`config.mk`:
```
export PLATFORM = sky130hd
export DESIGN_NAME = adc_sample_serializer
export DESIGN_NICKNAME = d
export VERILOG_FILES = /design/src/rtl/adc_ser_pkg.sv /design/src/rtl/adc_sample_serializer_fifo.sv /design/src/rtl/adc_sample_serializer.sv
export SDC_FILE = /design/constraint.sdc
export NUM_CORES = 1
export LEC_CHECK = 0
export ABC_AREA = 0
export BUFFER_PORTS_ARGS = -buffer_cell sky130_fd_sc_hd__buf_4
export CAP_MARGIN = 0
export CELL_PAD_IN_SITES_DETAIL_PLACEMENT = 1
export CELL_PAD_IN_SITES_GLOBAL_PLACEMENT = 2
export CORE_MARGIN = 2
export CORE_UTILIZATION = 47
export DETAILED_ROUTE_END_ITERATION = 16
export GPL_ROUTABILITY_DRIVEN = 0
export PLACE_DENSITY_LB_ADDON = 0.2
export SYNTH_ARGS = -nofsm -noshare
export SYNTH_HDL_FRONTEND = slang
export SYNTH_HIERARCHICAL = 1
export SYNTH_SLANG_ARGS = --single-unit
```
`constraint.sdc`:
```
create_clock -name clk_in -period 11.31 [get_ports clk_in]
set_input_delay 1.131 -clock clk_in [delete_from_list [all_inputs] [get_ports clk_in]]
set_output_delay 1.131 -clock clk_in [all_outputs]
set_load 0.02 [all_outputs]
```
`src/rtl/adc_ser_pkg.sv`:
```
// Shared definitions for the ADC sample serializer: staging states, entry width
// and default parameter values.
package adc_ser_pkg;

  localparam int DEF_W_DATA = 18;
  localparam int DEF_W_CHAN = 3;
  localparam int DEF_N_CHAN = 8;
  localparam int DEF_DEPTH  = 8;
  localparam int DEF_W_CNT  = 8;

  localparam int W_ENTRY = DEF_W_CHAN + DEF_W_DATA;

  typedef enum logic {
    ST_IDLE   = 1'b0,
    ST_PUSH_B = 1'b1
  } stage_state_t;

endpackage

```
`src/rtl/adc_sample_serializer_fifo.sv`:
```
// First-word fall-through synchronous FIFO; a write into a full FIFO is taken
// only when a read retires the head entry in the same cycle.
module sync_fifo_fwft
  import adc_ser_pkg::*;
#(
  parameter int width = W_ENTRY,
  parameter int depth = DEF_DEPTH
) (
  input  logic                     clk_in,
  input  logic                     n_reset_in,
  input  logic                     wr_en,
  input  logic [width-1:0]         wr_data,
  input  logic                     rd_en,
  output logic [width-1:0]         rd_data,
  output logic                     empty,
  output logic                     full,
  output logic [$clog2(depth):0]   count
);

  localparam int W_PTR = $clog2(depth);
  localparam logic [W_PTR:0] FULL_CNT = depth[W_PTR:0];

  logic [width-1:0] mem [depth];
  logic [W_PTR-1:0] wr_ptr, rd_ptr;
  logic             rd_ok, wr_ok;

  assign empty   = (count == '0);
  assign full    = (count == FULL_CNT);
  assign rd_ok   = rd_en & ~empty;
  assign wr_ok   = wr_en & (~full | rd_ok);
  assign rd_data = mem[rd_ptr];

  always_ff @(posedge clk_in) begin
    if (wr_ok) mem[wr_ptr] <= wr_data;
  end

  always_ff @(posedge clk_in) begin
    if (!n_reset_in) begin
      wr_ptr <= '0;
      rd_ptr <= '0;
      count  <= '0;
    end else begin
      if (wr_ok) wr_ptr <= wr_ptr + 1'b1;
      if (rd_ok) rd_ptr <= rd_ptr + 1'b1;
      case ({wr_ok, rd_ok})
        2'b10:   count <= count + 1'b1;
        2'b01:   count <= count - 1'b1;
        default: ;
      endcase
    end
  end

endmodule

```
`src/rtl/adc_sample_serializer.sv`:
```
// Serializes paired lane A/B ADC samples into one channel-tagged stream with
// channel masking, a FWFT output FIFO and saturating drop accounting.
//   state     | meaning
//   ST_IDLE   | waiting for a strobe; lane A pushed on dv_in, lane B held
//   ST_PUSH_B | pushing held lane B; a dv_in here is an overrun
module adc_sample_serializer
  import adc_ser_pkg::*;
#(
  parameter int W_DATA = DEF_W_DATA,
  parameter int W_CHAN = DEF_W_CHAN,
  parameter int N_CHAN = DEF_N_CHAN,
  parameter int DEPTH  = DEF_DEPTH,
  parameter int W_CNT  = DEF_W_CNT
) (
  input  logic              clk_in,
  input  logic              n_reset_in,
  input  logic              dv_in,
  input  logic [W_CHAN-1:0] chan_a_in,
  input  logic [W_CHAN-1:0] chan_b_in,
  input  logic [W_DATA-1:0] data_a_in,
  input  logic [W_DATA-1:0] data_b_in,
  input  logic [N_CHAN-1:0] chan_en_in,
  input  logic              ovf_clr_in,
  input  logic              ready_in,
  output logic              dv_out,
  output logic [W_CHAN-1:0] chan_out,
  output logic [W_DATA-1:0] data_out,
  output logic              ovf_out,
  output logic [W_CNT-1:0]  drop_cnt_out
);

  localparam int W_ENT  = W_CHAN + W_DATA;
  localparam int W_FCNT = $clog2(DEPTH) + 1;

  stage_state_t      state, state_nx;
  logic [W_CHAN-1:0] hold_chan, push_chan;
  logic [W_DATA-1:0] hold_data, push_data;
  logic              push_req, latch_b, ovr;
  logic              push_en, pop, wr_drop, wr_en;
  logic              fifo_empty, fifo_full;
  logic [W_FCNT-1:0] fifo_count;
  logic [W_ENT-1:0]  head, last_head;
  logic [1:0]        drop_inc;
  logic [W_CNT:0]    drop_sum;

  always_comb begin
    state_nx  = state;
    push_req  = 1'b0;
    latch_b   = 1'b0;
    ovr       = 1'b0;
    push_chan = chan_a_in;
    push_data = data_a_in;
    case (state)
      ST_IDLE: begin
        if (dv_in) begin
          push_req = 1'b1;
          latch_b  = 1'b1;
          state_nx = ST_PUSH_B;
        end
      end
      ST_PUSH_B: begin
        push_req  = 1'b1;
        push_chan = hold_chan;
        push_data = hold_data;
        ovr       = dv_in;
        state_nx  = ST_IDLE;
      end
      default: state_nx = ST_IDLE;
    endcase
  end

  assign push_en  = push_req & chan_en_in[push_chan];
  assign pop      = ~fifo_empty & ready_in;
  assign wr_drop  = push_en & fifo_full & ~pop;
  assign wr_en    = push_en & ~wr_drop;
  // overrun loses two samples, a full-FIFO push loses one
  assign drop_inc = {ovr, wr_drop};
  assign drop_sum = {1'b0, drop_cnt_out} + {{(W_CNT-1){1'b0}}, drop_inc};

  sync_fifo_fwft #(
    .width (W_ENT),
    .depth (DEPTH)
  ) u_fifo (
    .clk_in     (clk_in),
    .n_reset_in (n_reset_in),
    .wr_en      (wr_en),
    .wr_data    ({push_chan, push_data}),
    .rd_en      (pop),
    .rd_data    (head),
    .empty      (fifo_empty),
    .full       (fifo_full),
    .count      (fifo_count)
  );

  always_ff @(posedge clk_in) begin
    if (!n_reset_in) begin
      state        <= ST_IDLE;
      hold_chan    <= '0;
      hold_data    <= '0;
      last_head    <= '0;
      ovf_out      <= 1'b0;
      drop_cnt_out <= '0;
    end else begin
      state <= state_nx;
      if (latch_b) begin
        hold_chan <= chan_b_in;
        hold_data <= data_b_in;
      end
      if (fifo_count != '0) last_head <= head;
      if (ovf_clr_in) begin
        ovf_out      <= 1'b0;
        drop_cnt_out <= '0;
      end else if (drop_inc != 2'd0) begin
        ovf_out      <= 1'b1;
        drop_cnt_out <= drop_sum[W_CNT] ? '1 : drop_sum[W_CNT-1:0];
      end
    end
  end

  // the output keeps showing the last head once the FIFO drains
  assign dv_out               = ~fifo_empty;
  assign {chan_out, data_out} = fifo_empty ? last_head : head;

endmodule

```
### After elaboration in Yosys (flattened, before gate mapping)

Memories as Yosys holds them, arrays and structs flattened. A register that Yosys moved wholly into a read port is not among the register bits.
Cells that the tools add are included.

| cells by class | value |
|---|---|
| $add $sub $neg | 5 |
| $lt $le $gt $ge | 1 |
| eq/ne operators | 3 |
| mux-type cells | 16 |
| bitwise operators | 14 |
| reduce and logical (&&, ||, !) cells | 5 |

Operators by type and width:

| operator | number |
|---|---|
| 21-bit two-way mux | 1 |
| 18-bit two-way mux | 1 |
| 8-bit by 2-bit adder with 9-bit output | 1 |
| 3-bit two-way mux | 3 |
| 8-bit two-way mux | 1 |
| 4-bit one-hot mux with 2 select lines | 1 |
| 1-bit AND | 7 |
| 3-bit by 1-bit adder with 3-bit output (second input constant) | 2 |
| 1-bit two-way mux | 6 |
| 1-bit inverter | 6 |
| 4-bit by 1-bit adder with 4-bit output (second input constant) | 1 |
| 4-bit == test (second input constant) | 1 |
| 4-bit zero test | 1 |
| 3-bit by 4-bit less-than comparator with 1-bit output (second input constant) | 1 |
| 1-bit one-hot mux with 2 select lines | 2 |
| 2-bit nonzero test | 2 |
| 4-bit nonzero test | 1 |
| 4-bit by 1-bit subtractor with 4-bit output (second input constant) | 1 |
| 1-bit binary-select mux with 3-bit select | 1 |
| 2-bit by 1-bit == test with 1-bit output (second input constant) | 1 |
| 2-bit == test (second input constant) | 1 |
| 2-bit OR reduction | 1 |
| 1-bit OR | 1 |

| storage, ports and cells | value |
|---|---|
| flip-flop bits (word level) | 62 |
| RAM bits | 168 |
| input bits | 55 |
| output and inout bits | 31 |
| logic and storage cells | 54 |
| memories kept | 1 |

Memory list:

| name | words | bits a word | rd ports | clocked after memory_dff | wr ports | RTL line | source |
|---|---|---|---|---|---|---|---|
| u_fifo.mem | 8 | 21 | 1 | 1 | 1 | adc_sample_serializer_fifo.sv:23 | `logic [width-1:0] mem [depth];` |

### Depth between registers and ports, before layout

| depth | value |
|---|---|
| word-level depth | 11 |
| depth in mapped cells | 14 |
| depth with buffers taken out | 13 |

### By module

The synthesis kept the hierarchy.

Modules (own cells, without submodules):

| module | instances | cells an instance | area each (um2) | seq. area each (um2) |
|---|---|---|---|---|
| sync_fifo_fwft | 1 | 331 | 7218.2 | 5305.1 |
| adc_sample_serializer | 1 | 320 | 2771.4 | 1041.0 |

### Worst setup path after synthesis

No wires, ideal clock.

| timing path | value |
|---|---|
| kind | input -> register |
| start point | input port chan_a_in[1] |
| end point | memory u_fifo/mem[0][0] (netlist name), enable pin |
| library setup time | 425 ps |
| data arrival time | 4203 ps |
| required time | 10885 ps |
| path slack | 6682 ps |
| stages on the path | 9 |
| buffers on the path | 1 |
| path through | or2b_1 -> o22ai_1 -> a22oi_1 -> a311oi_2 -> and3b_1 -> buf_2 -> o21ai_2 -> or2_2 -> nor3_1 |

| between the ends | value |
|---|---|
| word-level cells in the longest chain between the ends | 11 |

RTL lines:

| element | RTL line | source |
|---|---|---|
| start, declared | adc_sample_serializer.sv:18 | `input logic [W_CHAN-1:0] chan_a_in,` |
| 3-bit two-way mux (*) | adc_sample_serializer.sv:53 | `case (state)` |
| 1-bit binary-select mux with 3-bit select (*) | adc_sample_serializer.sv:72 | `assign push_en = push_req & chan_en_in[push_chan];` |
| 1-bit two-way mux (implied by the code) (*) | adc_sample_serializer.sv:72 |  |
| 1-bit AND (*) | adc_sample_serializer.sv:72 |  |
| 1-bit AND (2 in series) | adc_sample_serializer.sv:74 | `assign wr_drop = push_en & fifo_full & ~pop;` |
| 1-bit inverter | adc_sample_serializer.sv:75 | `assign wr_en = push_en & ~wr_drop;` |
| 1-bit AND (*) | adc_sample_serializer.sv:75 |  |
| net wr_en | adc_sample_serializer.sv:39 | `logic push_en, pop, wr_drop, wr_en;` |
| 1-bit AND (*) | adc_sample_serializer_fifo.sv:30 | `assign wr_ok = wr_en & (~full \| rd_ok);` |
| 1-bit two-way mux (*) | adc_sample_serializer_fifo.sv:34 | `if (wr_ok) mem[wr_ptr] <= wr_data;` |
| 1-bit two-way mux (implied by the code) (*) | adc_sample_serializer_fifo.sv:34 |  |
| end, declared | adc_sample_serializer_fifo.sv:23 |  |

Mark *: on every way through the listed nets, which the timed path passes. The rest lies on a longest branch. The select of a mux whose other input is x is not followed.

### Worst setup path in the final report

| timing path | value |
|---|---|
| start point | register u_fifo.count[0] |
| end point | memory u_fifo/mem[4][4] (netlist name), enable pin |

| between the ends | value |
|---|---|
| word-level cells in the longest chain between the ends | 10 |
| elaborated cells between the ends (all ways) | 15 |
| classes of those cells | eq/ne: 1; mux: 2; bitwise: 11; reduce/logical: 1 |

RTL lines:

| element | RTL line | source |
|---|---|---|
| start, declared | adc_sample_serializer_fifo.sv:17 | `output logic [$clog2(depth):0] count` |
| start signal, assigned | adc_sample_serializer_fifo.sv:46 | `2'b10: count <= count + 1'b1;` |
| start signal, assigned | adc_sample_serializer_fifo.sv:47 | `2'b01: count <= count - 1'b1;` |
| 4-bit zero test | adc_sample_serializer_fifo.sv:27 | `assign empty = (count == '0);` |
| net fifo_empty | adc_sample_serializer.sv:40 | `logic fifo_empty, fifo_full;` |
| 1-bit inverter | adc_sample_serializer.sv:73 | `assign pop = ~fifo_empty & ready_in;` |
| 1-bit AND | adc_sample_serializer.sv:73 |  |
| net pop | adc_sample_serializer.sv:39 |  |
| 1-bit inverter | adc_sample_serializer.sv:74 |  |
| 1-bit AND | adc_sample_serializer.sv:74 |  |
| 1-bit inverter | adc_sample_serializer.sv:75 |  |
| 1-bit AND | adc_sample_serializer.sv:75 |  |
| net wr_en | adc_sample_serializer.sv:39 |  |
| 1-bit AND | adc_sample_serializer_fifo.sv:30 |  |
| 1-bit two-way mux | adc_sample_serializer_fifo.sv:34 |  |
| 1-bit two-way mux (implied by the code) | adc_sample_serializer_fifo.sv:34 |  |

The timed path passes the listed nets, and every way through them passes these cells.

==> results.json <==
{
  "async_flop_share_pct": 0,
  "rows": 53,
  "cts_root_buffer": "clkbuf_16",
  "final_max_slew_viol_count": 0,
  "area_growth_pct": 17.1,
  "vias_per_cell": 5.63,
  "p_per_area_nw_per_um2": 225,
  "synthDistinctLibCells": 63,
  "cp_top_family": "simple AND/OR/NAND/NOR gates",
  "gr-total-overflow": 0,
  "dp_cells": 991,
  "seqPwrFrac_pct": 39.7,
  "crit_required_ns": 11.53,
  "rsz0062_at_grt": "no",
  "coreArea_um2": 21000,
  "peakVddDrop_v": 0.000123,
  "path_common_cell": "buf_4",
  "cp-startpoint": "u_fifo/count[0]",
  "hold_path.class": "flop to flop",
  "cts_max_path_buffers": 3,
  "gr-usage-all-layers_pct": 20.7,
  "period_needed_ns": 4.24,
  "cap_violations": 0,
  "die_area_um2": 22400,
  "crit_fanout": 23,
  "switching_share_pct": 31.0,
  "dp_hpwl_mm": 14.7,
  "placed_area_um2": 10900,
  "crit_type": "flop to flop",
  "syn-cell-area_um2": 9990,
  "post-route-period-util_pct": 37.5,
  "cp.arrival_ns": 4.46,
  "leakage_nw": 4.13,
  "insertion_delay_ns": 0.53,
  "internal-power_mw": 1.82,
  "wire_per_inst_um": 22.2,
  "power.switching_uw": 817,
  "drive_gt1_share_pct": 28.6,
  "portBuffers": 85,
  "cp_slowest_stage_delay_ns": 0.65,
  "synthesis.nets": 714,
  "diodes": 0,
  "end_kind": "flop",
  "cts-resized-gates": 0,
  "clk_pin_slew_ns": 0.06,
  "antenna_found_initial": 0,
  "start_util_pct": 47.7,
  "cts_hold_buffers": 0,
  "firstDrtPassIters": 4,
  "avgSynthCellArea_um2": 15.3,
  "wl_mm": 23.0,
  "p_total_mw": 2.64,
  "syn_inst": 651,
  "instances_no_fill": 1036,
  "r2r_start": "u_fifo/count[0]",
  "finalSetupViolCount": 0,
  "timing.slew.headroom_pct": 43.4,
  "final_net_count": 806,
  "grt_max_degree": 54,
  "ant_nets": 0,
  "io_pins": 86,
  "ys_seq_elements": 233,
  "fmax_ghz": 0.236,
  "numCtsBuffers": 25,
  "post_cts_buffers": 0,
  "hp-start": "hold_data[14]",
  "fin_skew_ns": 0.0150,
  "fillers": 2028,
  "fp.dieH_um": 150,
  "tns_ns": 0,
  "die_w_um": 150,
  "cts_max_level": 1,
  "cts.sinks": 233,
  "ys_warn_count": 6,
  "whs_ns": 0.460,
  "finish.instance_area_um2": 11700,
  "combPwrFrac_pct": 30.1,
  "vias": 5832,
  "path_cells": "or3_1 -> nor2_2 -> buf_4 -> nor2b_1 -> nand2b_1 -> and3b_1 -> o21ai_2 -> or2_2 -> nor2_1 -> buf_4",
  "hold_viol": 0,
  "drtIter0Drc": 277,
  "worst-path-buf-inv": 2,
  "status": "completed",
  "grt_first_pass_wirelength_mm": 35.2,
  "grt_pass1_vias": 6256,
  "clkPwrFrac_pct": 30.2,
  "crit_path_top_delay_cell": "nor2b_1",
  "ys_seq_area_share_pct": 63.5,
  "worstMarginPinSlew_ns": 0.849,
  "cts_tree": "done",
  "synth_edf_count": 168,
  "ys.flop_type": "edfxtp_1",
  "reg2reg_setup_slack_ns": 7.07,
  "startpoint_type": "flop",
  "drc": 0
}
logic make-up after synthesis:
| group | synth area share (%) |
|---|---|
| AOI/OAI and AO/OA | 6.63 |
| and+or+nand+nor | 7.51 |
| xor gates and xnor gates | 0.526 |
| muxes | 18.1 |
| buffers and inverters | 2.54 |
| adders and majority gates | 1.15 |
| DFF | 63.5 |
worst min-delay path: stages (launching register included):
cell and delay (ns):
dfxtp_1 0.30, nand2_1 0.04, a21boi_0 0.06
final timing paths:
path	end	depth (start not counted)
setup reg to reg	u_fifo/mem[4][4]	10
hold reg to reg	hold_data[14]	2
setup / recovery	u_fifo/mem[4][4]	10
hold / removal	hold_data[14]	2
per-stage QoR:
step / setup WS [ns] / utilization, %
floorplan: 6.68 / -
global placement: 6.90 / 52.0
detailed placement: 6.80 / 52.0
CTS: 7.10 / 55.8
global route: 6.79 / 55.8
finish: 7.07 / 55.8
state kept, by name, indices dropped and copies added, names as in the netlist, named ones only:
name and count:
u_fifo/mem 168, last_head 21, hold_data 18, drop_cnt_out 8, u_fifo/count 4, hold_chan 3, u_fifo/rd_ptr 3, u_fifo/wr_ptr 3
ovf_out 1, state 1
power groups by stage:
| stage | Combinational, mW | Sequential, mW | Clock (mW) |
|---|---|---|---|
| floorplan | 0.551 | 1.05 | 0 |
| global placement | 0.778 | 1.06 | 0 |
| detailed placement | 0.799 | 1.06 | 0 |
| CTS | 0.806 | 1.05 | 0.811 |
| global route | 0.857 | 1.05 | 0.847 |
| finish | 0.794 | 1.05 | 0.796 |
layout make-up:
type	count	area, um2	area share [%]
Clock inverter	11	123	1.05
Sequential cell	233	6350	54.3
Multi-Input combinational cell	371	3410	29.1
Clock buffer	34	679	5.81
Timing Repair Buffer	100	751	6.42
Tap cell	275	344	2.94
Inverter	12	45.0	0.385
placed cells by master (no fill, tap or decap), drive strengths merged, types with 6 or more instances in the layout:
cell    netlist  layout
a21boi       42      42
a21oi        10      10
buf          13     100
clkbuf       22      34
clkinv        1       6
dfxtp        65      65
edfxtp      168     168
ha            6       6
inv          11      12
mux2         62      62
mux4         42      42
nand2        93      93
nand2b        7       7
nor2         25      25
nor2b         8       8
o21ai         6       6
routing by layer:
metal	share of wire, %	global-route usage (%)	wire length (um)
met5	0	0	0
met4	1.9	6.13	433
met3	5.7	3.57	1310
met2	49	34.3	11200
met1	43	28.4	9990
Yosys cell counts, types with 3 or more instances:
master,count,area share (%)
clkbuf_1,22,0.83
a21oi_1,10,0.50
dfxtp_1,65,13
edfxtp_1,168,51
nand3_1,4,0.20
buf_8,3,0.45
and2_1,4,0.25
ha_1,6,0.75
nand4_1,4,0.25
mux2i_1,3,0.30
buf_6,3,0.34
o21ai_0,4,0.20
mux4_1,36,9.5
nand2b_1,7,0.44
nor3_1,5,0.25
nor2_1,25,0.94
nor2b_1,8,0.50
buf_2,4,0.20
inv_1,11,0.41
nand2_1,93,3.5
mux4_2,6,1.4
a21boi_0,42,3.2
xnor2_1,4,0.35
mux2_2,62,7.0
(Power assumes the default switching activity.)
